File: src/rtl/dac_write_sequencer.sv
// Sequences 16-bit oscillator-trim DAC updates into two-byte SPI transactions (MSB first).
// Optional slew limiting is enabled by defining DAC_SLEW_LIMIT_EN.
module dac_write_sequencer #(
    parameter logic [15:0] DAC_RESET   = 16'h9E23,
    parameter logic [15:0] DAC_MIN     = 16'h0000,
    parameter logic [15:0] DAC_MAX     = 16'hFFFF,
    parameter logic [15:0] MAX_STEP    = 16'd512,
    parameter logic [15:0] TIMEOUT_CYC = 16'd2000
) (
    input  logic        i_Clk,
    input  logic        i_Rst_L,
    input  logic        i_Update,
    input  logic [15:0] i_DAC_Val,
    input  logic        i_TX_Ready,
    output logic [7:0]  o_TX_Byte,
    output logic        o_TX_DV,
    output logic        o_Busy,
    output logic        o_Done,
    output logic        o_Err,
    output logic        o_Overrun,
    output logic [15:0] o_DAC_Active
);

    typedef enum logic [2:0] {
        IDLE,
        LOAD,
        SEND_MSB,
        WAIT_MSB,
        SEND_LSB,
        WAIT_LSB,
        DONE
    } state_t;

    state_t      state_q, state_d;
    logic [15:0] target_q, target_d;
    logic [15:0] word_q, word_d;
    logic [15:0] pend_q, pend_d;
    logic        pend_v_q, pend_v_d;
    logic [15:0] tmo_q, tmo_d;
    logic [7:0]  byte_q, byte_d;
    logic        dv_q, dv_d;
    logic        busy_q, busy_d;
    logic        done_q, done_d;
    logic        err_q, err_d;
    logic        ovr_q, ovr_d;
    logic [15:0] active_q, active_d;

    logic        tmo_hit;
    logic        abort;
    logic [15:0] load_word;

    // Wide signed arithmetic so active +/- step can never wrap around 16 bits.
    function automatic logic [15:0] clamp_range(input logic signed [17:0] v);
        if (v < $signed({2'b00, DAC_MIN}))
            return DAC_MIN;
        else if (v > $signed({2'b00, DAC_MAX}))
            return DAC_MAX;
        else
            return v[15:0];
    endfunction

    assign tmo_hit = (tmo_q >= (TIMEOUT_CYC - 16'd1));

`ifdef DAC_SLEW_LIMIT_EN
    logic signed [17:0] req_s, act_s, step_s, diff_s;

    assign req_s  = $signed({2'b00, clamp_range($signed({2'b00, target_q}))});
    assign act_s  = $signed({2'b00, active_q});
    assign step_s = $signed({2'b00, MAX_STEP});
    assign diff_s = req_s - act_s;

    always_comb begin
        if (diff_s > step_s)
            load_word = clamp_range(act_s + step_s);
        else if (diff_s < -step_s)
            load_word = clamp_range(act_s - step_s);
        else
            load_word = req_s[15:0];
    end
`else
    assign load_word = clamp_range($signed({2'b00, target_q}));
`endif

    always_comb begin
        state_d  = state_q;
        target_d = target_q;
        word_d   = word_q;
        pend_d   = pend_q;
        pend_v_d = pend_v_q;
        tmo_d    = tmo_q;
        byte_d   = byte_q;
        dv_d     = 1'b0;
        done_d   = 1'b0;
        err_d    = 1'b0;
        ovr_d    = 1'b0;
        active_d = active_q;
        abort    = 1'b0;

        // While busy, requests land in the one-entry buffer; DONE consumes it in the same cycle.
        if (i_Update && (state_q != IDLE)) begin
            pend_d   = i_DAC_Val;
            pend_v_d = 1'b1;
            if (pend_v_q && (state_q != DONE))
                ovr_d = 1'b1;
        end

        unique case (state_q)
            IDLE: begin
                if (i_Update) begin
                    target_d = i_DAC_Val;
                    state_d  = LOAD;
                end
            end
            LOAD: begin
                word_d  = load_word;
                tmo_d   = '0;
                state_d = SEND_MSB;
            end
            SEND_MSB: begin
                tmo_d = tmo_q + 16'd1;
                if (i_TX_Ready) begin
                    byte_d  = word_q[15:8];
                    dv_d    = 1'b1;
                    tmo_d   = '0;
                    state_d = WAIT_MSB;
                end else if (tmo_hit) begin
                    abort = 1'b1;
                end
            end
            WAIT_MSB: begin
                tmo_d = tmo_q + 16'd1;
                if (i_TX_Ready) begin
                    tmo_d   = '0;
                    state_d = SEND_LSB;
                end else if (tmo_hit) begin
                    abort = 1'b1;
                end
            end
            SEND_LSB: begin
                tmo_d = tmo_q + 16'd1;
                if (i_TX_Ready) begin
                    byte_d  = word_q[7:0];
                    dv_d    = 1'b1;
                    tmo_d   = '0;
                    state_d = WAIT_LSB;
                end else if (tmo_hit) begin
                    abort = 1'b1;
                end
            end
            WAIT_LSB: begin
                tmo_d = tmo_q + 16'd1;
                if (i_TX_Ready) begin
                    tmo_d   = '0;
                    state_d = DONE;
                end else if (tmo_hit) begin
                    abort = 1'b1;
                end
            end
            DONE: begin
                active_d = word_q;
                done_d   = 1'b1;
                if (pend_v_q) begin
                    target_d = pend_q;
                    pend_v_d = i_Update;
                    state_d  = LOAD;
                end else begin
                    state_d = IDLE;
                end
            end
            default: state_d = IDLE;
        endcase

        if (abort) begin
            err_d    = 1'b1;
            pend_v_d = 1'b0;
            tmo_d    = '0;
            state_d  = IDLE;
        end

        busy_d = (state_d != IDLE);
    end

    always_ff @(posedge i_Clk or negedge i_Rst_L) begin
        if (!i_Rst_L) begin
            state_q  <= IDLE;
            target_q <= '0;
            word_q   <= DAC_RESET;
            pend_q   <= '0;
            pend_v_q <= 1'b0;
            tmo_q    <= '0;
            byte_q   <= '0;
            dv_q     <= 1'b0;
            busy_q   <= 1'b0;
            done_q   <= 1'b0;
            err_q    <= 1'b0;
            ovr_q    <= 1'b0;
            active_q <= DAC_RESET;
        end else begin
            state_q  <= state_d;
            target_q <= target_d;
            word_q   <= word_d;
            pend_q   <= pend_d;
            pend_v_q <= pend_v_d;
            tmo_q    <= tmo_d;
            byte_q   <= byte_d;
            dv_q     <= dv_d;
            busy_q   <= busy_d;
            done_q   <= done_d;
            err_q    <= err_d;
            ovr_q    <= ovr_d;
            active_q <= active_d;
        end
    end

    assign o_TX_Byte    = byte_q;
    assign o_TX_DV      = dv_q;
    assign o_Busy       = busy_q;
    assign o_Done       = done_q;
    assign o_Err        = err_q;
    assign o_Overrun    = ovr_q;
    assign o_DAC_Active = active_q;

endmodule

File: config.mk
export PLATFORM = sky130hd
export DESIGN_NAME = dac_write_sequencer
export DESIGN_NICKNAME = d
export VERILOG_FILES = /design/src/rtl/dac_write_sequencer.sv
export SDC_FILE = /design/constraint.sdc
export NUM_CORES = 1
export LEC_CHECK = 0
export BUFFER_PORTS_ARGS = -buffer_cell sky130_fd_sc_hd__buf_2
export CELL_PAD_IN_SITES_DETAIL_PLACEMENT = 0
export CELL_PAD_IN_SITES_GLOBAL_PLACEMENT = 1
export CORE_MARGIN = 1.5
export CORE_UTILIZATION = 30
export CTS_CLUSTER_SIZE = 40
export DETAILED_ROUTE_END_ITERATION = 7
export PLACE_DENSITY_LB_ADDON = 0.1
export SLEW_MARGIN = 20
export SYNTH_ARGS = -nofsm -noshare
export SYNTH_HDL_FRONTEND = slang
export SYNTH_SLANG_ARGS = --single-unit
File: constraint.sdc
create_clock -name i_Clk -period 5.25 [get_ports i_Clk]
set_input_delay 0.2625 -clock i_Clk [delete_from_list [all_inputs] [get_ports i_Clk]]
set_output_delay 0.2625 -clock i_Clk [all_outputs]
set_load 0.02 [all_outputs]
# Word level (Yosys, flattened, before mapping)
# Index checks and enable logic that the tools add are counted.
# word_totals
ff_bits,97
input_bits,20
output_inout_bits,29
word_cells,68
# op_classes
reduce_logical,12
n_eq_ne,11
n_lt_le_gt_ge,1
addsub,1
muxes,30
# ops
operator,count
16-bit two-way mux,4
16-bit one-hot mux with 2 select lines,2
3-bit one-hot mux with 7 select lines,1
3-bit two-way mux,6
16-bit by 1-bit adder with 16-bit output (second input constant),1
16-bit by 11-bit greater-or-equal comparator with 1-bit output (second input constant),1
8-bit two-way mux,2
8-bit one-hot mux with 2 select lines,1
1-bit two-way mux,14
3-bit == test (second input constant),3
3-bit nonzero test,3
2-bit != test (second input constant),4
3-bit by 2-bit == test with 1-bit output (second input constant),2
3-bit AND reduction,2
2-bit nonzero test,2
4-bit OR reduction,1
3-bit by 1-bit == test with 1-bit output (second input constant),1
3-bit zero test,1
3-bit != test (second input constant),1
1-bit logical AND,2
2-bit OR reduction,1

# Depth between registers and ports, before layout
# logic_depth
ltp_word,6
ltp_mapped,8
depth_no_buf,5

# Worst setup path before layout
# Ideal clock, no wire load.
# synth_path
path_type,register -> register
from,register tmo_q[0]
to,register tmo_q[8]
setup_ps,101
path_slack_ps,3368
required_ps,5149
synth_period_minus_slack_ps,1882
stages_incl_launch_ff,6
arrival_ps,1781
path_cell_list,dfrtp_1 -> ha_1 -> a311o_1 -> a311oi_4 -> nand2_2 -> o32ai_1
# synth_via
elab_chain_len,5
word_cells_on_any_way,9
cone_classes,add/sub: 1; order compare: 1; mux: 6; reduce/logical: 1
# synth_lines
element,line_no,source
"start, declared",39,"logic [15:0] tmo_q, tmo_d;"
"start signal, assigned",204,tmo_q <= tmo_d;
16-bit by 11-bit greater-or-equal comparator with 1-bit output,62,assign tmo_hit = (tmo_q >= (TIMEOUT_CYC - 16'd1));
1-bit two-way mux,--,
1-bit two-way mux,141,if (i_TX_Ready) begin
1-bit two-way mux,--,
3-bit nonzero test (no line) / 16-bit two-way mux (equally long branches),--,
# Several ways; a longest one is shown, not always the timed one.
# A chain may end at the register's enable or synchronous reset.

# Final worst setup path
# Ends and elaborated chain as after synthesis.

==> run metrics <==
Synth area leader dfrtp_1; top cells by count, synth dfrtp_1, nand2_1, mux2_2, a31oi_1, nor2_1; R2R setup slack 2.89 ns; vias after detailed routing 2,786; worst rel slew slack 41.7%; top-count cell post-synth dfrtp_1; Tightest Pin Transition 0.872 ns; Final #Nets 430; initial core utilization 30.9%; GR Util All Layers 13.7%; Hold Vio Cnt, Final 0; Cells after Synth 369; busiest grt layer met1; Crit path largest cell delay 0.64 ns; # rows 42; Setup CP Type reg2reg; Die H 120 um; crit-path cells ha_1 -> a311o_1 -> a311oi_4 -> nand2_2 -> o32ai_1; vias per cell 4.72; status finished, final reports clean; length in cells of the worst reg-to-reg path 5; routed length per instance 15.5 um; Pleak 2.12 nW; hold path depth 2; HPWL after DPL 5.94 mm; Synthesized Nets 390; FF-to-FF End tmo_q[8]; first-pass GRT wire length 15.1 mm; Post-Syn Area per Cell 11.1 sq um; synth top area cells dfrtp_1, mux2_2, dfstp_2; crit share post-route 45.0%; CP max-delay cell a311oi_4; clock transition at the registers of the reported paths 0.07 ns; initial drt markers 165; #FFs+latches synth 97; Reg-to-Reg Start tmo_q[0]; Hold Path End pend_q[0]; Pwr Density 616 nW/um^2; Final Max Slew Viols 0; asr flop ratio synth 100%; clk buf depth 2; post-synth top area share 49.3%; setup_tns 0 ns; Worst Setup Start Kind flop; Worst VDD drop 0.234 mV; post-synthesis sequential area ratio 59.5%; Clock Skew 0.00939 ns; die width 120 um; Cell variety after synth 42; EDFF count, synth 0; Top FF cell, synth dfrtp_1; 1st-pass router iterations 4; Critical Path Sink Type flop; # H-tree levels 3; met3 usage 3.99%; min-delay src i_DAC_Val[0]; setup repair bufs after CTS 0; area of the multi-input gates 1540 sq um; DRC 0; YS warnings 0; initial antenna violation count 0; pin count of the biggest net entering global routing 51; PnR Total Power 2.98 mW; Synth Cell Area 4110 sq um; fin area 4840 sq um; boundary pin count 49; max-cap violation count 0; Final min period 2.36 ns; met2 usage 19.4%; placer congestion estimate 0.716; share of layout cells above drive strength 1 31.4%; total gr overflow 0; CTS root buffer clkbuf_16; clk sinks 97; Synth-to-Final Area Change 17.8%; Hold Path Class in2reg; final setup vio count 0; Core Area 13,300 sq um; CP Max Fanout 15; register area 2450 sq um; M1 GR Usage 20.2%; DIE AREA 14,400 sq um; Placed Area 4500 sq um; f_max 424 MHz; CTS tree done; Crit path required time 5.50 ns; number of fillers in the final layout 1,355; ANT cells 0; RSZ-0062 raised after global routing false; vias in the first global route 2,691; Worst Path Arrival 2.61 ns; Worst-Skew Late Latency 0.35 ns; total CTS buffers 9; final WL 9.17 mm; ANT nets after route 0; Buffers on Ports 48
-- logic make-up (layout without fill, tap and decap cells) --
family,after synthesis,count (layout),synth area share (%)
buffers and inverters,31,76,3.23
AND/OR/NAND/NOR,138,138,16.2
multiplexers,41,41,11.2
AO/OA/AOI/OAI,59,59,9.13
adder cells (fa/ha/maj),1,1,0.304
flip-flops,97,97,59.5
XOR/XNOR,2,2,0.426
-- metrics by stage --
stage	hold slack [ns]	utilization [%]	worst slack [ns]	std cells
finish	0.159	36.4	2.89	590
detailed placement	0.325	33.9	2.89	573
global route	0.152	36.4	2.70	590
floorplan	-0.0331	-	3.37	369
global placement	0.323	33.9	2.96	573
CTS	0.144	36.4	2.87	590
-- worst max-delay path by stage --
| stage | from | end | slack, ns | cells past startpoint |
|---|---|---|---|---|
| final | tmo_q[0] | tmo_q[8] | 2.89 | 5 |
| after floorplan | tmo_q[0] | tmo_q[8] | 3.37 | 5 |
| after global placement | tmo_q[0] | tmo_q[10] | 2.96 | 5 |
| after global routing | tmo_q[0] | tmo_q[8] | 2.70 | 5 |
| after CTS | tmo_q[0] | tmo_q[8] | 2.87 | 5 |
| after detailed placement | tmo_q[0] | tmo_q[8] | 2.89 | 5 |
-- worst max-delay path: cells and delay by family (launching register included) --
family	cells	cell delay, ns
DFF	1	0.41
adders and majority gates	1	0.27
AOI/OAI and AO/OA	3	1.36
and+or+nand+nor	1	0.23
-- what timing repair did --
action / in CTS / in global routing
hold buffers: 1 / 0
setup endpoints to repair: 0 / 0
endpoints found under the hold margin: 39 / 0
resized for setup: 0 / 0
-- layout by cell type (no fill, tap or decap), types with 2 or more instances in the layout --
cell type | Yosys | layout
nor3b_1 | 9 | 9
clkbuf_8 | 0 | 2
a21oi_1 | 13 | 12
and4_1 | 2 | 2
mux2_2 | 40 | 40
nand2b_1 | 2 | 2
nand4_1 | 5 | 5
or3_1 | 2 | 2
nand3b_1 | 4 | 4
bufinv_16 | 0 | 2
xor2_1 | 2 | 2
a31oi_1 | 27 | 27
o21ai_1 | 2 | 2
nand3_1 | 6 | 6
buf_2 | 7 | 47
and2_1 | 5 | 5
clkbuf_16 | 0 | 9
inv_1 | 6 | 6
o22ai_1 | 3 | 3
nand2_1 | 70 | 70
and3_1 | 2 | 2
o32ai_1 | 2 | 2
dfrtp_1 | 81 | 81
nor2_1 | 22 | 22
o21ai_0 | 8 | 8
buf_4 | 0 | 5
dfstp_2 | 16 | 16
-- layer usage --
metal | share of wire [%] | up-vias
met3 | 3.7 | 8
met1 | 51 | 1370
met2 | 45 | 48
met5 | 0 | -
met4 | 0.98 | 0
li1 | - | 1360
-- power by group --
part,leakage (nW),switching (mW),internal (mW)
clock network,0.163,0.285,0.445
logic,0.813,0.532,0.406
registers,1.14,0.215,1.10
total,2.12,1.03,1.95
-- area by class of cell --
class,count,area share [%]
Sequential cell,97,50.5
Clock buffer,12,5.30
Timing Repair Buffer,53,5.84
Multi-Input combinational cell,241,31.7
Clock inverter,4,1.52
Tap cell,176,4.55
Inverter,7,0.543
-- state kept, by name, summed over array words and instances (netlist names) --
register / flops
o_Done: 1
word_q: 16
o_Err: 1
tmo_q: 16
pend_v_q: 1
o_Busy: 1
pend_q: 16
load_word: 16
o_DAC_Active: 16
o_Overrun: 1
state_q: 3
o_TX_DV: 1
o_TX_Byte: 8
Power figures use the tool's default switching activity.
